--- src/rtl/one_hot_phase_seq_if.sv ---
`default_nettype none
// ============================================================================
//  Module      : one_hot_phase_seq_if
//  Description : Control/status bundle for the one-hot phase sequencer.
//                The master side issues start/stop/hold/force commands and
//                reads the phase select; the slave side is the sequencer.
//  Revision    : 1.0 - initial release
// ============================================================================
interface one_hot_phase_seq_if #(
    parameter int N_PHASES  = 4,
    parameter int CNT_WIDTH = 8
);
    localparam int IDX_W = $clog2(N_PHASES);

    logic                 start;
    logic                 stop;
    logic                 hold;
    logic [CNT_WIDTH-1:0] dwell_in;
    logic                 force_valid;
    logic [N_PHASES-1:0]  force_sel;
    logic [N_PHASES-1:0]  sel;
    logic [IDX_W-1:0]     phase_idx;
    logic                 phase_done;
    logic                 force_ack;
    logic                 force_err;
    logic                 busy;

    modport master (
        output start, stop, hold, dwell_in, force_valid, force_sel,
        input  sel, phase_idx, phase_done, force_ack, force_err, busy
    );

    modport slave (
        input  start, stop, hold, dwell_in, force_valid, force_sel,
        output sel, phase_idx, phase_done, force_ack, force_err, busy
    );
endinterface
`default_nettype wire

--- src/rtl/one_hot_phase_seq.sv ---
`default_nettype none
// ============================================================================
//  Module      : one_hot_phase_seq
//  Description : Timed one-hot phase sequencer. Rotates a single active bit
//                through N_PHASES phases, each held for max(dwell_in,1)
//                cycles, with hold, stop and a handshaked forced jump.
//                All outputs come straight from flops so sel can drive mux
//                selects glitch-free.
//  Revision    : 1.0 - initial release
// ============================================================================
module one_hot_phase_seq #(
    parameter int N_PHASES  = 4,
    parameter int CNT_WIDTH = 8
) (
    input  wire logic           clk,
    input  wire logic           rst_n,
    one_hot_phase_seq_if.slave  bus
);
    localparam int                   IDX_W       = $clog2(N_PHASES);
    localparam logic [N_PHASES-1:0]  c_SEL_FIRST = {{(N_PHASES-1){1'b0}}, 1'b1};
    localparam logic [CNT_WIDTH-1:0] c_CNT_ONE   = {{(CNT_WIDTH-1){1'b0}}, 1'b1};

    // Encoding puts RUN at 1 so busy is the state flop itself.
    typedef enum logic [0:0] {
        ST_IDLE = 1'b0,
        ST_RUN  = 1'b1
    } state_t;

    state_t               r_state;
    logic [N_PHASES-1:0]  r_sel;
    logic [IDX_W-1:0]     r_phase_idx;
    logic [CNT_WIDTH-1:0] r_cnt;
    logic                 r_phase_done;
    logic                 r_force_ack;
    logic                 r_force_err;

    state_t               w_state_nxt;
    logic [N_PHASES-1:0]  w_sel_nxt;
    logic [IDX_W-1:0]     w_idx_nxt;
    logic [CNT_WIDTH-1:0] w_cnt_nxt;
    logic                 w_done_nxt;
    logic                 w_ack_nxt;
    logic                 w_err_nxt;
    logic [CNT_WIDTH-1:0] w_reload;
    logic                 w_force_onehot;

    // A dwell of 0 behaves like 1: the counter reload is dwell-1, floored at 0.
    assign w_reload = (bus.dwell_in == '0) ? '0 : (bus.dwell_in - c_CNT_ONE);

    // Exactly one bit set: nonzero and clearing the lowest set bit leaves zero.
    assign w_force_onehot = (bus.force_sel != '0) &&
                            ((bus.force_sel & (bus.force_sel - c_SEL_FIRST)) == '0);

    // State register and all registered outputs; async active-low clear.
    always_ff @(posedge clk or negedge rst_n) begin
        if (!rst_n) begin
            r_state      <= ST_IDLE;
            r_sel        <= '0;
            r_phase_idx  <= '0;
            r_cnt        <= '0;
            r_phase_done <= 1'b0;
            r_force_ack  <= 1'b0;
            r_force_err  <= 1'b0;
        end else begin
            r_state      <= w_state_nxt;
            r_sel        <= w_sel_nxt;
            r_phase_idx  <= w_idx_nxt;
            r_cnt        <= w_cnt_nxt;
            r_phase_done <= w_done_nxt;
            r_force_ack  <= w_ack_nxt;
            r_force_err  <= w_err_nxt;
        end
    end

    // Next state with priority stop > force > start > hold > count/advance.
    always_comb begin
        w_state_nxt = r_state;
        w_sel_nxt   = r_sel;
        w_cnt_nxt   = r_cnt;
        w_done_nxt  = 1'b0;
        w_ack_nxt   = 1'b0;
        w_err_nxt   = 1'b0;

        if (bus.stop) begin
            w_state_nxt = ST_IDLE;
            w_sel_nxt   = '0;
            w_cnt_nxt   = '0;
        end else if (bus.force_valid) begin
            // A rejected force freezes everything for this cycle.
            if (w_force_onehot) begin
                w_state_nxt = ST_RUN;
                w_sel_nxt   = bus.force_sel;
                w_cnt_nxt   = w_reload;
                w_ack_nxt   = 1'b1;
            end else begin
                w_err_nxt   = 1'b1;
            end
        end else begin
            case (r_state)
                ST_IDLE: begin
                    if (bus.start) begin
                        w_state_nxt = ST_RUN;
                        w_sel_nxt   = c_SEL_FIRST;
                        w_cnt_nxt   = w_reload;
                    end
                end
                ST_RUN: begin
                    if (!bus.hold) begin
                        if (r_cnt != '0) begin
                            w_cnt_nxt = r_cnt - c_CNT_ONE;
                        end else begin
                            w_sel_nxt  = {r_sel[N_PHASES-2:0], r_sel[N_PHASES-1]};
                            w_cnt_nxt  = w_reload;
                            w_done_nxt = 1'b1;
                        end
                    end
                end
                default: begin
                    w_state_nxt = ST_IDLE;
                    w_sel_nxt   = '0;
                    w_cnt_nxt   = '0;
                end
            endcase
        end
    end

    // Binary encode of the next select so phase_idx is registered alongside sel.
    always_comb begin
        w_idx_nxt = '0;
        for (int i = 0; i < N_PHASES; i++) begin
            if (w_sel_nxt[i]) begin
                w_idx_nxt = w_idx_nxt | IDX_W'(i);
            end
        end
    end

    assign bus.sel        = r_sel;
    assign bus.phase_idx  = r_phase_idx;
    assign bus.phase_done = r_phase_done;
    assign bus.force_ack  = r_force_ack;
    assign bus.force_err  = r_force_err;
    assign bus.busy       = (r_state == ST_RUN);

endmodule
`default_nettype wire

--- src/flat_wrapper.sv ---
// flat-port wrapper written by rule: the top's interface ports become plain ports
module one_hot_phase_seq_flat 
#(
    parameter int N_PHASES  = 4,
    parameter int CNT_WIDTH = 8
)
  (clk, rst_n, bus_start, bus_stop, bus_hold, bus_dwell_in, bus_force_valid, bus_force_sel, bus_sel, bus_phase_idx, bus_phase_done, bus_force_ack, bus_force_err, bus_busy);
  one_hot_phase_seq_if #(.N_PHASES(N_PHASES), .CNT_WIDTH(CNT_WIDTH)) bus_i ();
  input  wire logic clk;
  input  wire logic rst_n;
  input wire logic [$bits(bus_i.start)-1:0] bus_start;
  input wire logic [$bits(bus_i.stop)-1:0] bus_stop;
  input wire logic [$bits(bus_i.hold)-1:0] bus_hold;
  input wire logic [$bits(bus_i.dwell_in)-1:0] bus_dwell_in;
  input wire logic [$bits(bus_i.force_valid)-1:0] bus_force_valid;
  input wire logic [$bits(bus_i.force_sel)-1:0] bus_force_sel;
  output wire logic [$bits(bus_i.sel)-1:0] bus_sel;
  output wire logic [$bits(bus_i.phase_idx)-1:0] bus_phase_idx;
  output wire logic [$bits(bus_i.phase_done)-1:0] bus_phase_done;
  output wire logic [$bits(bus_i.force_ack)-1:0] bus_force_ack;
  output wire logic [$bits(bus_i.force_err)-1:0] bus_force_err;
  output wire logic [$bits(bus_i.busy)-1:0] bus_busy;
  assign bus_i.start = bus_start;
  assign bus_i.stop = bus_stop;
  assign bus_i.hold = bus_hold;
  assign bus_i.dwell_in = bus_dwell_in;
  assign bus_i.force_valid = bus_force_valid;
  assign bus_i.force_sel = bus_force_sel;
  assign bus_sel = bus_i.sel;
  assign bus_phase_idx = bus_i.phase_idx;
  assign bus_phase_done = bus_i.phase_done;
  assign bus_force_ack = bus_i.force_ack;
  assign bus_force_err = bus_i.force_err;
  assign bus_busy = bus_i.busy;
  one_hot_phase_seq #(.N_PHASES(N_PHASES), .CNT_WIDTH(CNT_WIDTH)) u_core (.clk(clk), .rst_n(rst_n), .bus(bus_i));
endmodule
--- config.mk ---
export PLATFORM = sky130hd
export DESIGN_NAME = one_hot_phase_seq_flat
export DESIGN_NICKNAME = d
export VERILOG_FILES = /design/src/rtl/one_hot_phase_seq_if.sv /design/src/rtl/one_hot_phase_seq.sv /design/src/flat_wrapper.sv
export SDC_FILE = /design/constraint.sdc
export NUM_CORES = 1
export LEC_CHECK = 0
export CELL_PAD_IN_SITES_DETAIL_PLACEMENT = 1
export CELL_PAD_IN_SITES_GLOBAL_PLACEMENT = 1
export CORE_MARGIN = 2
export CORE_UTILIZATION = 40
export CTS_CLUSTER_SIZE = 10
export DETAILED_ROUTE_END_ITERATION = 8
export HOLD_SLACK_MARGIN = 0.12
export PLACE_DENSITY = 0.91
export SKIP_CTS_REPAIR_TIMING = 1
export SYNTH_ARGS = -nofsm -noshare
export SYNTH_HDL_FRONTEND = slang
export SYNTH_SLANG_ARGS = --single-unit
export TNS_END_PERCENT = 100
--- constraint.sdc ---
create_clock -name clk -period 4.3 [get_ports clk]
set_clock_uncertainty 0.15 [all_clocks]
set_input_delay 1.075 -clock clk [delete_from_list [all_inputs] [get_ports clk]]
set_output_delay 1.075 -clock clk [all_outputs]
set_load 0.1 [all_outputs]
# Yosys cells after proc, flatten, opt, wreduce, memory -nomap -nowiden
# Cells that the tools add are included.
# op_classes
n_eq_ne	4
bitwise_logic	2
n_addsub	3
reduce_logical	7
muxes	34
# ops
cell	count
2-to-1 mux 8 bit	7
2-to-1 mux 4 bit	6
2-to-1 mux 1 bit	17
case mux 8 bit (2 select lines)	1
subtractor 8 x 1 -> 8 bit (second input constant)	2
inequality test 4 bit (second input constant)	3
zero test 8 bit	1
case mux 4 bit (2 select lines)	1
nonzero test 8 bit	1
bitwise AND 4 bit	1
zero test 4 bit	1
2-to-1 mux 2 bit	2
AND reduction 4 bit	1
nonzero test 4 bit	1
subtractor 4 x 1 -> 4 bit (second input constant)	1
inequality test 3 x 2 -> 1 bit (second input constant)	1
AND reduction 3 bit	1
logical AND 1 bit	1
NOT 1 bit	1
# word_totals
inputBits	18
output_inout_bits	10
ff_bits	18
wordCells	58

# Logic depth before layout (Yosys ltp)
# logic_depth
depth_word	10
mapped_depth	8
mapped_depth_nobuf	7

# Least setup slack after synthesis
# OpenSTA, ideal clock, no wires.
# synth_path
path_type	in2reg
start	in bus_force_sel[1]
end	reg u_core.r_cnt[1]
setup_ns	0.137
arrival_time_ns	2.435
path_stages	6
n_path_buf	1
t_required_ns	4.013
slack_ns	1.578
path_cell_list	or4b_1 > o311a_1 > buf_2 > a21o_1 > nor3_1 > a211oi_2
# synth_via
elab_chain_len	6
elab_cells_between_ends	7
cone_classes	add/sub (1); eq/ne (1); bitwise (1); reduce/logical (4)
# synth_rtl
element	line	source
from (decl)	flat_wrapper.sv:16	input wire logic [$bits(bus_i.force_sel)-1:0] bus_force_sel;
subtractor 4 x 1 -> 4 bit	one_hot_phase_seq.sv:52	((bus.force_sel & (bus.force_sel - c_SEL_FIRST)) == '0);
bitwise AND 4 bit	one_hot_phase_seq.sv:52	
zero test 4 bit	one_hot_phase_seq.sv:52	
logical AND 1 bit (*)	one_hot_phase_seq.sv:51	assign w_force_onehot = (bus.force_sel != '0) &&
inequality test 3 x 2 -> 1 bit (no source line) (*)	--	
AND reduction 3 bit (no source line) (*)	--	
to (signal assigned)	one_hot_phase_seq.sv:68	r_cnt <= w_cnt_nxt;
to (decl)	one_hot_phase_seq.sv:32	logic [CNT_WIDTH-1:0] r_cnt;
# Every way passes the cells marked *; elsewhere a longest branch is shown, timed or not.
# A chain may end at the register's enable or synchronous reset.

# Worst setup path in the final report
# layout_path
start	reg u_core.r_state, in the netlist u_core.bus.busy
end	out bus_busy
# layout_rtl
element	line	source
from (decl)	one_hot_phase_seq.sv:29	state_t r_state;
from (signal assigned)	one_hot_phase_seq.sv:65	r_state <= w_state_nxt;
to (decl)	flat_wrapper.sv:22	output wire logic [$bits(bus_i.busy)-1:0] bus_busy;
# No word-level cell between the ends.

==> flow_summary.yaml <==
run_status:
  status: "finished clean"
cts:
  clock-root-buffer: "clkbuf_4"
  clockBufferDepth: 2
  clock-sinks: 18
  clock_latency_ns: 0.30
  cts_buffers: 3
  cts_tree: "yes"
  cts.htree.levels: 1
  clk_pin_slew_worst_paths_ns: 0.11
placement:
  place_area_um2: 1632
  hpwlAfterDp_um: 2939
  port_buffers: 27
  gp_congestion: 0.8781
finish:
  syn2layout_area_growth_pct: 24.70
  layout.filler_cells: 397
  n_antenna_cell: 0
  final_area_um2: 1668
  layout.nets: 205
  drive_above_1_share_pct: 7.104
  fin_util_pct: 53.32
die:
  dieArea_um2: 3822
  core-area_um2: 3128
  ioPinCount: 28
  die_height_um: 61.83
  die_w_um: 61.83
  start_util_pct: 42.76
  rows: 20
power:
  share_seq_of_total_power_pct: 38.4
  p_total_uw: 525.1
  power_frac_comb_pct: 40.9
  switching_share_pct: 41.02
  ir_drop_v: 0.0001659
  power_frac_clock_pct: 20.8
  p_per_area_nw_per_um2: 314.8
  p_int_uw: 309.7
  p_leak_uw: 0.0006688
  p_sw_uw: 215.4
sta:
  finalHoldViolations: 0
  period_needed_ns: 3.247
  fin_crit_sh_pct: 75.50
  finalSetupViolations: 0
  worst_slew_pin_slew_ns: 0.9798
  rsz0062_at_grt: "no"
  slew_viol_final: 0
  fmax_mhz: 308.0
  setup_tns_ns: 0
  relSlewSlack_pct: 34.47
global_route:
  antenna_found_initial: 0
  grt_start_max_net_pins: 20
  grt_use_total_pct: 21.85
  grt_pass1_wl_um: 6196
  first_global_vias: 1335
  overflow: 0
logic_synthesis:
  seq_area_frac_synth_pct: 33.68
  synthCells: 158
  synth_area_per_cell_um2: 8.465
  ys_seq_elements: 18
  synth_edf_count: 0
  syn_nets: 179
  async_reset_ff_share_pct: 100.0
  dominantRegCellSynth: "dfrtp_1"
  ys_types: 47
  ys_warn_count: 0
  syn-cell-area_um2: 1338
routing:
  drt_pass1_iterations: 4
  wirelength_um: 3778
  vias_per_cell: 5.841
  wl_per_cell_um: 16.64
  dr_total_vias: 1326
  ant_nets: 0
  drtIter0Drc: 48
  drc: 0
setup_path:
  critPathBufInv: 1
  max_stage_delay_ns: 1.20
  worstRegToRegCells: 5
  crit_chain: "clkdlybuf4s50_1"
  reg2reg_slack_ns: 1.93
  critical-path-top-delay-family: "buffers and inverters"
  crit_path_end_kind: "output pin"
  slowest_stage: "clkdlybuf4s50_1"
  worstPathArrival_ns: 2.02
  crit_type: "reg -> out"
  crit_start: "u_core.bus.busy$_DFFE_PN0P_"
  path_depth: 1
  required_ns: 3.07
  start_kind: "flip-flop"
  endpoint: "bus_busy"
  r2r_start: "u_core.r_cnt[4]$_DFFE_PN0P_"
  crit_fanout: 9
  r2r_end: "u_core.r_cnt[0]$_DFFE_PN0P_"
min_path:
  hold_depth: 2
  hp-start: "u_core.r_cnt[1]$_DFFE_PN0P_"
  min_path_type: "reg -> reg"
flow_run:
  maxCapViolations: 0
-- cells in the final DEF, fill, tap and decap left out, drive strengths merged, types with 4 or more instances in the layout --
cell and n:
a21oi 13, a31oi 4, clkbuf 4, clkdlybuf4s50 27, dfrtp 18, inv 9
mux2i 4, nand2 10, nor2 15, nor2b 6, nor3 12, nor3b 4
o21ai 12
-- cell families (layout without fill, tap and decap cells) --
group / count (synthesis) / in the layout / share of synthesized area, %
multiplexers: 6 / 6 / 4.677
buffers and inverters: 17 / 42 / 5.986
AND/OR/NAND/NOR: 63 / 63 / 26.76
adder cells (fa/ha/maj): 3 / 3 / 2.807
AO/OA/AOI/OAI: 48 / 48 / 24.14
XOR/XNOR: 3 / 3 / 1.965
flip-flops: 18 / 18 / 33.68
-- registers in the layout, summed over array words and instances, names as in the netlist --
| register | cells |
|---|---|
| u_core.bus.sel | 4 |
| u_core.bus.busy | 1 |
| u_core.bus.phase_done | 1 |
| u_core.bus.force_err | 1 |
| u_core.bus.phase_idx | 2 |
| u_core.r_cnt | 8 |
| u_core.bus.force_ack | 1 |
-- synth_stat cells (3+ instances only) --
library cell  count  share of area (%)
a21oi_1          12                4.5
ha_1              3                2.8
clkbuf_1          4                1.1
nor3_1           11                4.1
nor3b_1           4                2.2
xnor2_1           3                2.0
mux2i_1           4                3.0
dfrtp_1          18                 34
inv_1             9                2.5
o21ai_0          10                3.7
nand2_1          10                2.8
nor2_1           15                4.2
nor2b_1           6                2.8
a31oi_1           4                1.9
nand2b_1          3                1.4
-- per-stage QoR --
step | instances | setup WS, ns | hold WS [ns]
final | 227 | 1.053 | 0.4421
after detailed placement | 223 | 0.8901 | 0.4341
after floorplan | 158 | 1.578 | 0.3839
after CTS | 227 | 1.051 | 0.4487
after global placement | 223 | 1.003 | 0.4064
after global routing | 227 | 0.9699 | 0.4789
-- metal layers --
| metal | wire length [µm] | track usage, % | up-vias |
|---|---|---|---|
| met5 | 0 | 0 | - |
| met4 | 29 | 4.559 | 0 |
| met3 | 162 | 4.141 | 6 |
| met2 | 1926 | 35.64 | 33 |
| met1 | 1660 | 30.31 | 657 |
| li1 | - | - | 630 |
-- power groups by stage --
stage | sequential, µW | combinational, µW | clock [µW]
global route | 203 | 230 | 120
CTS | 201 | 214 | 112
floorplan | 252 | 104 | 0
detailed placement | 204 | 213 | 0
global placement | 203 | 206 | 0
finish | 201 | 215 | 109
-- worst min-delay path by stage --
stage / to / slack [ns]
after global placement: u_core.r_cnt[1]$_DFFE_PN0P_ / 0.41
final: u_core.r_cnt[1]$_DFFE_PN0P_ / 0.44
after CTS: u_core.r_cnt[1]$_DFFE_PN0P_ / 0.45
after global routing: u_core.r_cnt[1]$_DFFE_PN0P_ / 0.48
after detailed placement: u_core.r_cnt[1]$_DFFE_PN0P_ / 0.43
after floorplan: u_core.r_cnt[1]$_DFFE_PN0P_ / 0.38
-- area by class of cell --
class,instances,area (µm²),share of cell area [%]
multi-input cells,123,807.0,48.39
flip-flops and latches,18,450.4,27.01
repair buffers,29,285.3,17.10
well taps,44,55.05,3.301
clock buffers,4,36.28,2.176
inverters,9,33.78,2.026
-- worst register-to-register path, cell delays in order, from the launching register on --
cell	delay (ns)
dfrtp_1	0.44
or4_4	0.59
o31ai_1	0.63
o21ai_0	0.19
a21oi_1	0.19
nor3_1	0.07
(Power assumes the default switching activity.)
